`src/rtl/bubble_sort_pkg.sv`:
```
// Shared definitions for the bubble-sort controller and its companion ALU:
// operation codes, controller state encoding and default widths.
package bubble_sort_pkg;

   localparam int DATA_W_DEF = 16;
   localparam int ADDR_W_DEF = 4;

   localparam logic [1:0] ALU_ADD     = 2'b00;
   localparam logic [1:0] ALU_SUB     = 2'b01;
   localparam logic [1:0] ALU_ADD_1   = 2'b10;
   localparam logic [1:0] ALU_COMPARE = 2'b11;

   typedef enum logic [3:0] {
      ST_IDLE  = 4'd0,
      ST_RD_A  = 4'd1,
      ST_RD_B  = 4'd2,
      ST_CAP_B = 4'd3,
      ST_CMP   = 4'd4,
      ST_WR_A  = 4'd5,
      ST_WR_B  = 4'd6,
      ST_NEXT  = 4'd7,
      ST_DONE  = 4'd8
   } state_e;

endpackage

```
`src/rtl/bubble_sort_ctrl.sv`:
```
// In-place ascending bubble sort sequencer: reads adjacent pairs from a
// synchronous memory, compares them through an external ALU, swaps when needed.
//
// state  | meaning
// IDLE   | waiting for start; latches length and clears counters
// RD_A   | read element j
// RD_B   | read element j+1, capture element j into reg_a
// CAP_B  | capture element j+1 into reg_b
// CMP    | ALU compare of reg_a and reg_b
// WR_A   | write reg_b to address j
// WR_B   | write reg_a to address j+1, count the swap
// NEXT   | advance j, or close the pass (early exit when nothing swapped)
// DONE   | one-cycle completion pulse
module bubble_sort_ctrl
   import bubble_sort_pkg::*;
#(
   parameter int DATA_W = DATA_W_DEF,
   parameter int ADDR_W = ADDR_W_DEF
) (
   input  logic              clk,
   input  logic              rst,
   input  logic              start,
   input  logic [ADDR_W:0]   num_elems,
   output logic              busy,
   output logic              done,
   output logic [15:0]       swap_cnt,
   output logic [ADDR_W-1:0] mem_addr,
   output logic              mem_rd_en,
   input  logic [DATA_W-1:0] mem_rd_data,
   output logic              mem_wr_en,
   output logic [DATA_W-1:0] mem_wr_data,
   output logic [1:0]        alu_sel,
   output logic [DATA_W-1:0] alu_in_1,
   output logic [DATA_W-1:0] alu_in_2,
   input  logic              alu_lt,
   input  logic              alu_eq,
   input  logic              alu_gt
);

   localparam logic [ADDR_W:0] MAX_LEN = {1'b1, {ADDR_W{1'b0}}};
   localparam logic [ADDR_W:0] LEN_ONE = (ADDR_W+1)'(1);
   localparam logic [ADDR_W:0] LEN_TWO = (ADDR_W+1)'(2);

   state_e              r_state;
   state_e              w_state_nxt;
   logic [DATA_W-1:0]   r_reg_a;
   logic [DATA_W-1:0]   r_reg_b;
   logic [ADDR_W:0]     r_j;
   logic [ADDR_W:0]     r_limit;
   logic                r_swapped;
   logic [15:0]         r_swap_cnt;

   logic [ADDR_W:0]     w_limit_in;
   logic [ADDR_W:0]     w_j_inc;
   logic [ADDR_W:0]     w_lim_m1;
   logic                w_pass_more;
   logic                w_sort_end;
   logic                w_cmp_swap;

   assign w_limit_in  = (num_elems > MAX_LEN) ? MAX_LEN : num_elems;
   assign w_j_inc     = r_j + LEN_ONE;
   assign w_lim_m1    = r_limit - LEN_ONE;
   assign w_pass_more = (w_j_inc < w_lim_m1);
   assign w_sort_end  = !r_swapped || (r_limit == LEN_TWO);
   // A malformed flag set (none or several) is treated as "no swap" so memory is never disturbed.
   assign w_cmp_swap  = alu_gt && !(alu_lt || alu_eq);

   always_ff @(posedge clk) begin
      if (rst) begin
         r_state <= ST_IDLE;
      end else begin
         r_state <= w_state_nxt;
      end
   end

   always_comb begin
      w_state_nxt = r_state;
      case (r_state)
         ST_IDLE: begin
            if (start) begin
               w_state_nxt = (w_limit_in < LEN_TWO) ? ST_DONE : ST_RD_A;
            end
         end
         ST_RD_A:  w_state_nxt = ST_RD_B;
         ST_RD_B:  w_state_nxt = ST_CAP_B;
         ST_CAP_B: w_state_nxt = ST_CMP;
         ST_CMP:   w_state_nxt = w_cmp_swap ? ST_WR_A : ST_NEXT;
         ST_WR_A:  w_state_nxt = ST_WR_B;
         ST_WR_B:  w_state_nxt = ST_NEXT;
         ST_NEXT: begin
            if (w_pass_more) begin
               w_state_nxt = ST_RD_A;
            end else if (w_sort_end) begin
               w_state_nxt = ST_DONE;
            end else begin
               w_state_nxt = ST_RD_A;
            end
         end
         ST_DONE:  w_state_nxt = ST_IDLE;
         default:  w_state_nxt = ST_IDLE;
      endcase
   end

   always_ff @(posedge clk) begin
      if (rst) begin
         r_reg_a    <= '0;
         r_reg_b    <= '0;
         r_j        <= '0;
         r_limit    <= '0;
         r_swapped  <= 1'b0;
         r_swap_cnt <= '0;
      end else begin
         case (r_state)
            ST_IDLE: begin
               if (start) begin
                  r_limit    <= w_limit_in;
                  r_swap_cnt <= '0;
                  r_j        <= '0;
                  r_swapped  <= 1'b0;
               end
            end
            ST_RD_B:  r_reg_a <= mem_rd_data;
            ST_CAP_B: r_reg_b <= mem_rd_data;
            ST_WR_B: begin
               r_swapped <= 1'b1;
               if (r_swap_cnt != 16'hFFFF) begin
                  r_swap_cnt <= r_swap_cnt + 16'd1;
               end
            end
            ST_NEXT: begin
               if (w_pass_more) begin
                  r_j <= w_j_inc;
               end else if (!w_sort_end) begin
                  // The largest remaining element has settled at the tail; shrink the pass.
                  r_limit   <= w_lim_m1;
                  r_j       <= '0;
                  r_swapped <= 1'b0;
               end
            end
            default: ;
         endcase
      end
   end

   always_comb begin
      busy        = (r_state != ST_IDLE);
      done        = 1'b0;
      mem_addr    = '0;
      mem_rd_en   = 1'b0;
      mem_wr_en   = 1'b0;
      mem_wr_data = '0;
      alu_sel     = ALU_ADD;
      case (r_state)
         ST_RD_A: begin
            mem_addr  = r_j[ADDR_W-1:0];
            mem_rd_en = 1'b1;
         end
         ST_RD_B: begin
            mem_addr  = w_j_inc[ADDR_W-1:0];
            mem_rd_en = 1'b1;
         end
         ST_CMP:  alu_sel = ALU_COMPARE;
         ST_WR_A: begin
            mem_addr    = r_j[ADDR_W-1:0];
            mem_wr_en   = 1'b1;
            mem_wr_data = r_reg_b;
         end
         ST_WR_B: begin
            mem_addr    = w_j_inc[ADDR_W-1:0];
            mem_wr_en   = 1'b1;
            mem_wr_data = r_reg_a;
         end
         ST_DONE: done = 1'b1;
         default: ;
      endcase
   end

   assign swap_cnt = r_swap_cnt;
   assign alu_in_1 = r_reg_a;
   assign alu_in_2 = r_reg_b;

endmodule

```
`config.mk`:
```
export PLATFORM = sky130hd
export DESIGN_NAME = bubble_sort_ctrl
export DESIGN_NICKNAME = d
export VERILOG_FILES = /design/src/rtl/bubble_sort_pkg.sv /design/src/rtl/bubble_sort_ctrl.sv
export SDC_FILE = /design/constraint.sdc
export NUM_CORES = 1
export LEC_CHECK = 0
export BUFFER_PORTS_ARGS = -buffer_cell sky130_fd_sc_hd__buf_2
export CAP_MARGIN = 20
export CORE_UTILIZATION = 25
export DETAILED_ROUTE_END_ITERATION = 8
export PLACE_DENSITY = 0.5
export SLEW_MARGIN = 20
export SYNTH_ARGS = -nofsm -noshare
export SYNTH_HDL_FRONTEND = slang
export SYNTH_SLANG_ARGS = --single-unit
```
`constraint.sdc`:
```
create_clock -name clk -period 5.2 [get_ports clk]
set_clock_uncertainty 0.05 [all_clocks]
set_input_delay 1.04 -clock clk [delete_from_list [all_inputs] [get_ports clk]]
set_output_delay 1.04 -clock clk [all_outputs]
set_load 0.01 [all_outputs]
```
After elaboration in Yosys (flattened, before gate mapping)
Index checks and enable logic that the tools add are counted.
- bits in writable memories: 0
- register bits after elaboration: 63
- memories: 0
- bits of input ports: 27
- latch bits: 0
- output and inout bits: 74
- ROM bits: 0
- word-level logic and storage cells: 74
- multiply operators: 0
- mux-type cells: 28
- equal/unequal tests: 15
- reduce and logical (&&, ||, !) cells: 18
- $lt $le $gt $ge: 3
- divide/modulo/power cells: 0
- shift operators: 0
- add/sub/neg operators: 3
- bitwise gates (word level): 0
- operator list (operator ; count):
    16-bit case mux with 2 select lines ; 2
    5-bit 2-to-1 mux ; 7
    16-bit 2-to-1 mux ; 2
    4-bit case mux with 8 select lines ; 1
    5-bit case mux with 2 select lines ; 2
    16-bit by 1-bit adder with 16-bit output, second input constant ; 1
    4-bit by 3-bit == test with 1-bit output, second input constant ; 4
    4-bit 2-to-1 mux ; 4
    16-bit inequality test, second input constant ; 1
    4-bit by 2-bit == test with 1-bit output, second input constant ; 2
    2-bit inequality test, second input constant ; 4
    4-bit case mux with 2 select lines ; 1
    4-bit AND reduction ; 2
    2-bit OR reduction ; 4
    1-bit 2-to-1 mux ; 6
    3-bit AND reduction ; 2
    5-bit by 1-bit adder with 5-bit output, second input constant ; 1
    5-bit by 2-bit == test with 1-bit output, second input constant ; 1
    5-bit greater-than comparator, second input constant ; 1
    5-bit by 2-bit less-than comparator with 1-bit output, second input constant ; 1
    5-bit less-than comparator ; 1
    5-bit by 1-bit subtractor with 5-bit output, second input constant ; 1
    4-bit by 1-bit == test with 1-bit output, second input constant ; 1
    4-bit == test, second input constant ; 1
    10 further kinds ; 14

Logic depth before layout (Yosys ltp)
- depth in word-level cells: 6
- mapped depth: 10

Least setup slack after synthesis
Ideal clock, no wire load.
- path type: reg2out
- from: reg r_state[1]
- to: out mem_wr_data[0]
- cell stages (with the launch flop): 7
- required time: 4110 ps
- setup slack: 2532 ps
- arrival time: 1578 ps
- path through: dfxtp_1 > buf_2 > nor2b_1 > nor2b_1 > clkbuf_1 > clkbuf_1 > a22o_1
- longest elaborated chain between the ends: 2
- elaborated cells on any way between the ends: 3
- those cells by class: 2 x eq/ne; 1 x mux
- ends and longest elaborated chain (what ; RTL line ; source):
    from (decl) ; bubble_sort_ctrl.sv:44 ; state_e r_state;
    from (signal assigned) ; bubble_sort_ctrl.sv:72 ; r_state <= w_state_nxt;
    4-bit by 3-bit == test with 1-bit output ; bubble_sort_ctrl.sv:153 ; case (r_state)
    16-bit case mux with 2 select lines (*) ; bubble_sort_ctrl.sv:153 ;
    to (decl) ; bubble_sort_ctrl.sv:31 ; output logic [DATA_W-1:0] mem_wr_data,
Mark *: on every way between the ends. The rest lies on a longest branch, timed or not.

Final worst setup path
- from: reg r_state[2]
- to: out mem_wr_data[2]
Same word-level chain as after synthesis.

==> metrics.md <==
| Metric | Value |
|---|---|
| Run status | `completed` |
| Starting DRT DRC Count | `156` |
| Reg2Reg Setup Slack | `2.31 ns` |
| Crit path to | `mem_wr_data[2]` |
| CP required | `around 4.1 ns` |
| Share of cells above drive strength 1 | `between 20% and 30%` |
| GRT overflow | `0` |
| Final Hold Viols | `0` |
| Power Internal | `0.902 mW` |
| CTS tree | `yes` |
| Final period utilization | `about 64%` |
| Switch share | `about 29%` |
| Main flop type after synthesis | `dfxtp_1` |
| Cells after DPL | `654` |
| Leakage power | `roughly 1.7 nW` |
| Hold Buf Count CTS | `0` |
| Max VDD drop | `133 uV` |
| Critical Path Start Type | `register` |
| Unrepaired setup endpoints after global routing | `false` |
| Ys Warns | `0` |
| Die Area | `13200 um2` |
| Worst setup EP type | `output pin` |
| Syn_nets | `about 440` |
| Port bufs | `100` |
| CP max FO | `19` |
| Final setup fails | `0` |
| Pre-Repair DR Iteration Count | `4` |
| Pwr Density | `305 nW/um2` |
| Sequential power share | `41.5%` |
| Synth Instances | `404` |
| Clock tree sinks | `63` |
| Worst flop-to-flop path startpoint | `r_limit[0]$_SDFFE_PP0P_` |
| Clock Latency Late Sink | `0.33 ns` |
| Clk pwr share | `44.6%` |
| Synth Cell Area | `~3200 um2` |
| Comb power frac | `13.9%` |
| WP data arrival | `2.25 ns` |
| Post CTS Setup Buffer Count | `0` |
| Total wire length | `9860 um` |
| Via density | `4.86` |
| Max Buffers Root-to-Sink | `2` |
| Least-Margin Pin Slew | `0.939 ns` |
| CTS Root Cell | `clkbuf_16` |
| DR DRC count | `0` |
| Sw Pwr | `0.360 mW` |
| F_max | `299 MHz` |
| Tot GR Track Use | `14.7%` |
| Final Max Slew Viols | `0` |
| Clk slew on worst S/H paths | `0.06 ns` |
| Initial core utilization | `26.1%` |
| Top cells by area, synth | `dfxtp_1 39%, nand2_1 9.9%, a21oi_1 7.7%, a22o_1 4.4%, nor2_1 3.4%` |
| CP Launch Point | `r_state[2]$_SDFFE_PP0P_` |
| Netlist cell types | `55` |
| Die X | `~120 um` |
| Die H | `about 120 um` |
| Rows | `40` |
| Synth area leader | `dfxtp_1` |
| Detail Route Antenna Nets | `0` |
| CTS H-tree depth | `3` |
| Critical R2R Capture | `r_j[4]$_SDFFE_PP0P_` |
| FF+latch count, synth | `63` |
| Clock buffer count from CTS | `9` |
| Largest net degree at the start of global routing | `49` |
| Area grow syn2layout | `29.3%` |
| Top-area cell type share of the netlist area | `39.5%` |
| HP Start | `alu_in_2[10]$_SDFFE_PP0N_` |
| First-pass GRT wire length | `14900 um` |
| Initial antenna violation count | `0` |
| Boundary Pins | `101` |
| Ant. Diodes | `0` |
| Asr flop ratio synth | `0%` |
| Number of enable flip-flop cells after synthesis | `0` |
| Total Neg Setup Slack | `0 ns` |
| Post-DR wirelength/cell | `between 10 and 15 um` |
| Final net count | `532` |
| Vias in the first global route | `2863` |
| Worst R2R Path Depth | `9` |
| CP Class | `register to output pin` |
| Gp weighted congestion | `0.825` |
| Seq/Total Area, Yosys | `39.5%` |
| Max-Cap Viols | `0` |
| Detailed placement HPWL | `7070 um` |
| Post-route insts no fill | `670` |
| Syn Area/Cell | `7.91 um2` |
| Worst hold path class | `register to register` |
| Cts repair resizes | `0` |
| Slew headroom | `a little under two fifths` |
| Minimum clock period | `~3.3 ns` |
| Core area | `12300 um2` |
| Via count | `~3300` |
cells in the mapped netlist, types with 2 or more instances:
| master | instances |
|---|---|
| a21oi_1 | 49 |
| a22o_1 | 16 |
| a22oi_1 | 4 |
| a31oi_1 | 3 |
| buf_2 | 4 |
| clkbuf_1 | 15 |
| dfxtp_1 | 63 |
| ha_1 | 8 |
| inv_1 | 10 |
| mux2i_1 | 3 |
| nand2_1 | 84 |
| nand2b_1 | 3 |
| nand3_1 | 11 |
| nand3b_1 | 3 |
| nand4_1 | 4 |
| nand4b_1 | 2 |
| nor2_1 | 29 |
| nor2b_1 | 3 |
| nor3_1 | 16 |
| nor4_1 | 4 |
| o2111ai_1 | 2 |
| o211ai_1 | 4 |
| o21a_1 | 2 |
| o21ai_0 | 8 |
| o21ai_1 | 2 |
| o32ai_1 | 3 |
| or2_2 | 4 |
| or3_1 | 2 |
| or4_1 | 4 |
| xnor2_1 | 12 |
| xor2_1 | 3 |
state kept, by name, indices dropped and copies added (netlist names):
name and cells:
r_state 4, r_swapped 1, alu_in_2 16, swap_cnt 16
r_j 5, r_limit 5, alu_in_1 16
how the worst min path moves through the flow:
stage / end / slack [ns] / cells after the start
after floorplan: r_j[1]$_SDFFE_PP0P_ / 0.42 / 2
after global placement: alu_in_2[10]$_SDFFE_PP0N_ / 0.41 / 2
after detailed placement: alu_in_2[10]$_SDFFE_PP0N_ / 0.41 / 2
after CTS: alu_in_2[10]$_SDFFE_PP0N_ / 0.42 / 2
after global routing: alu_in_1[10]$_SDFFE_PP0P_ / 0.44 / 2
final: alu_in_2[10]$_SDFFE_PP0N_ / 0.42 / 2
layout by cell type, fill, tap and decap left out, types with 2 or more instances in the layout:
cell type / synthesis / final
or4_1: 4 / 4
nand3_1: 11 / 11
nand2_1: 84 / 84
a22oi_1: 4 / 4
nand3b_1: 3 / 3
nor3_2: 0 / 2
a22o_1: 16 / 16
buf_4: 1 / 4
nand4_1: 4 / 4
clkinvlp_4: 0 / 3
o21ai_0: 8 / 8
nand4b_1: 2 / 2
dfxtp_1: 63 / 63
buf_2: 4 / 100
o211ai_1: 4 / 4
a21oi_1: 49 / 49
xnor2_1: 12 / 12
nand2b_1: 3 / 3
inv_1: 10 / 10
nor4_1: 4 / 4
o21ai_1: 2 / 2
nor2b_1: 3 / 3
xor2_1: 3 / 3
or3_1: 2 / 2
a31oi_1: 3 / 3
clkbuf_16: 0 / 9
nor2_1: 29 / 29
or2_2: 4 / 4
o32ai_1: 3 / 3
o2111ai_1: 2 / 2
o21a_1: 2 / 2
nor3_1: 16 / 14
mux2i_1: 3 / 3
ha_1: 8 / 8
logic make-up after synthesis:
logic type | after synthesis | synth area share (%)
AO/OA/AOI/OAI | 105 | 22.2
XOR/XNOR | 15 | 4.11
adder cells (fa/ha/maj) | 8 | 3.13
buffers and inverters | 32 | 4.27
flip-flops | 63 | 39.5
multiplexers | 3 | 0.939
AND/OR/NAND/NOR | 178 | 25.9
area by class of cell:
type / count / area, um2
Sequential cell: 63 / 1260
Tap cell: 168 / 210
Inverter: 10 / 37.5
Timing Repair Buffer: 104 / 531
Clock inverter: 6 / 45.0
Multi-Input combinational cell: 309 / 1810
Clock buffer: 10 / 239
Fill cell: 1312 / 8130
power groups by stage:
stage | clock network, mW | registers, mW | logic, mW
floorplan | 0 | 0.529 | 0.118
global placement | 0 | 0.533 | 0.173
detailed placement | 0 | 0.534 | 0.176
CTS | 0.578 | 0.524 | 0.176
global route | 0.594 | 0.526 | 0.195
finish | 0.563 | 0.524 | 0.175
critical path, stage by stage, from the launching register on:
cell	delay [ns]
dfxtp_1	0.57
nand2b_1	0.24
nor2_2	0.72
a22o_1	0.26
buf_2	0.12
metal layers:
metal  GRT usage [%]  up-vias  part of all wire, %
li1                -     1622                    -
met1            19.1     1553                   46
met2            24.3       75                   49
met3            2.95        6                  4.4
met4            5.02        0                  1.1
met5               0        -                    0
stage by stage:
step / total power [mW] / cell area, um2 / hold WS, ns / util (%) / worst slack, ns
3_3_place_gp: 0.707 / 3850 / 0.410 / 31.4 / 2.14
5_1_grt: 1.32 / 4130 / 0.444 / 33.7 / 1.65
6_report: 1.26 / 4130 / 0.422 / 33.7 / 1.86
4_1_cts: 1.28 / 4130 / 0.423 / 33.7 / 1.78
2_1_floorplan: 0.647 / 3200 / 0.420 / - / 2.53
3_5_place_dp: 0.710 / 3850 / 0.415 / 31.4 / 2.05
(Power assumes the default switching activity.)
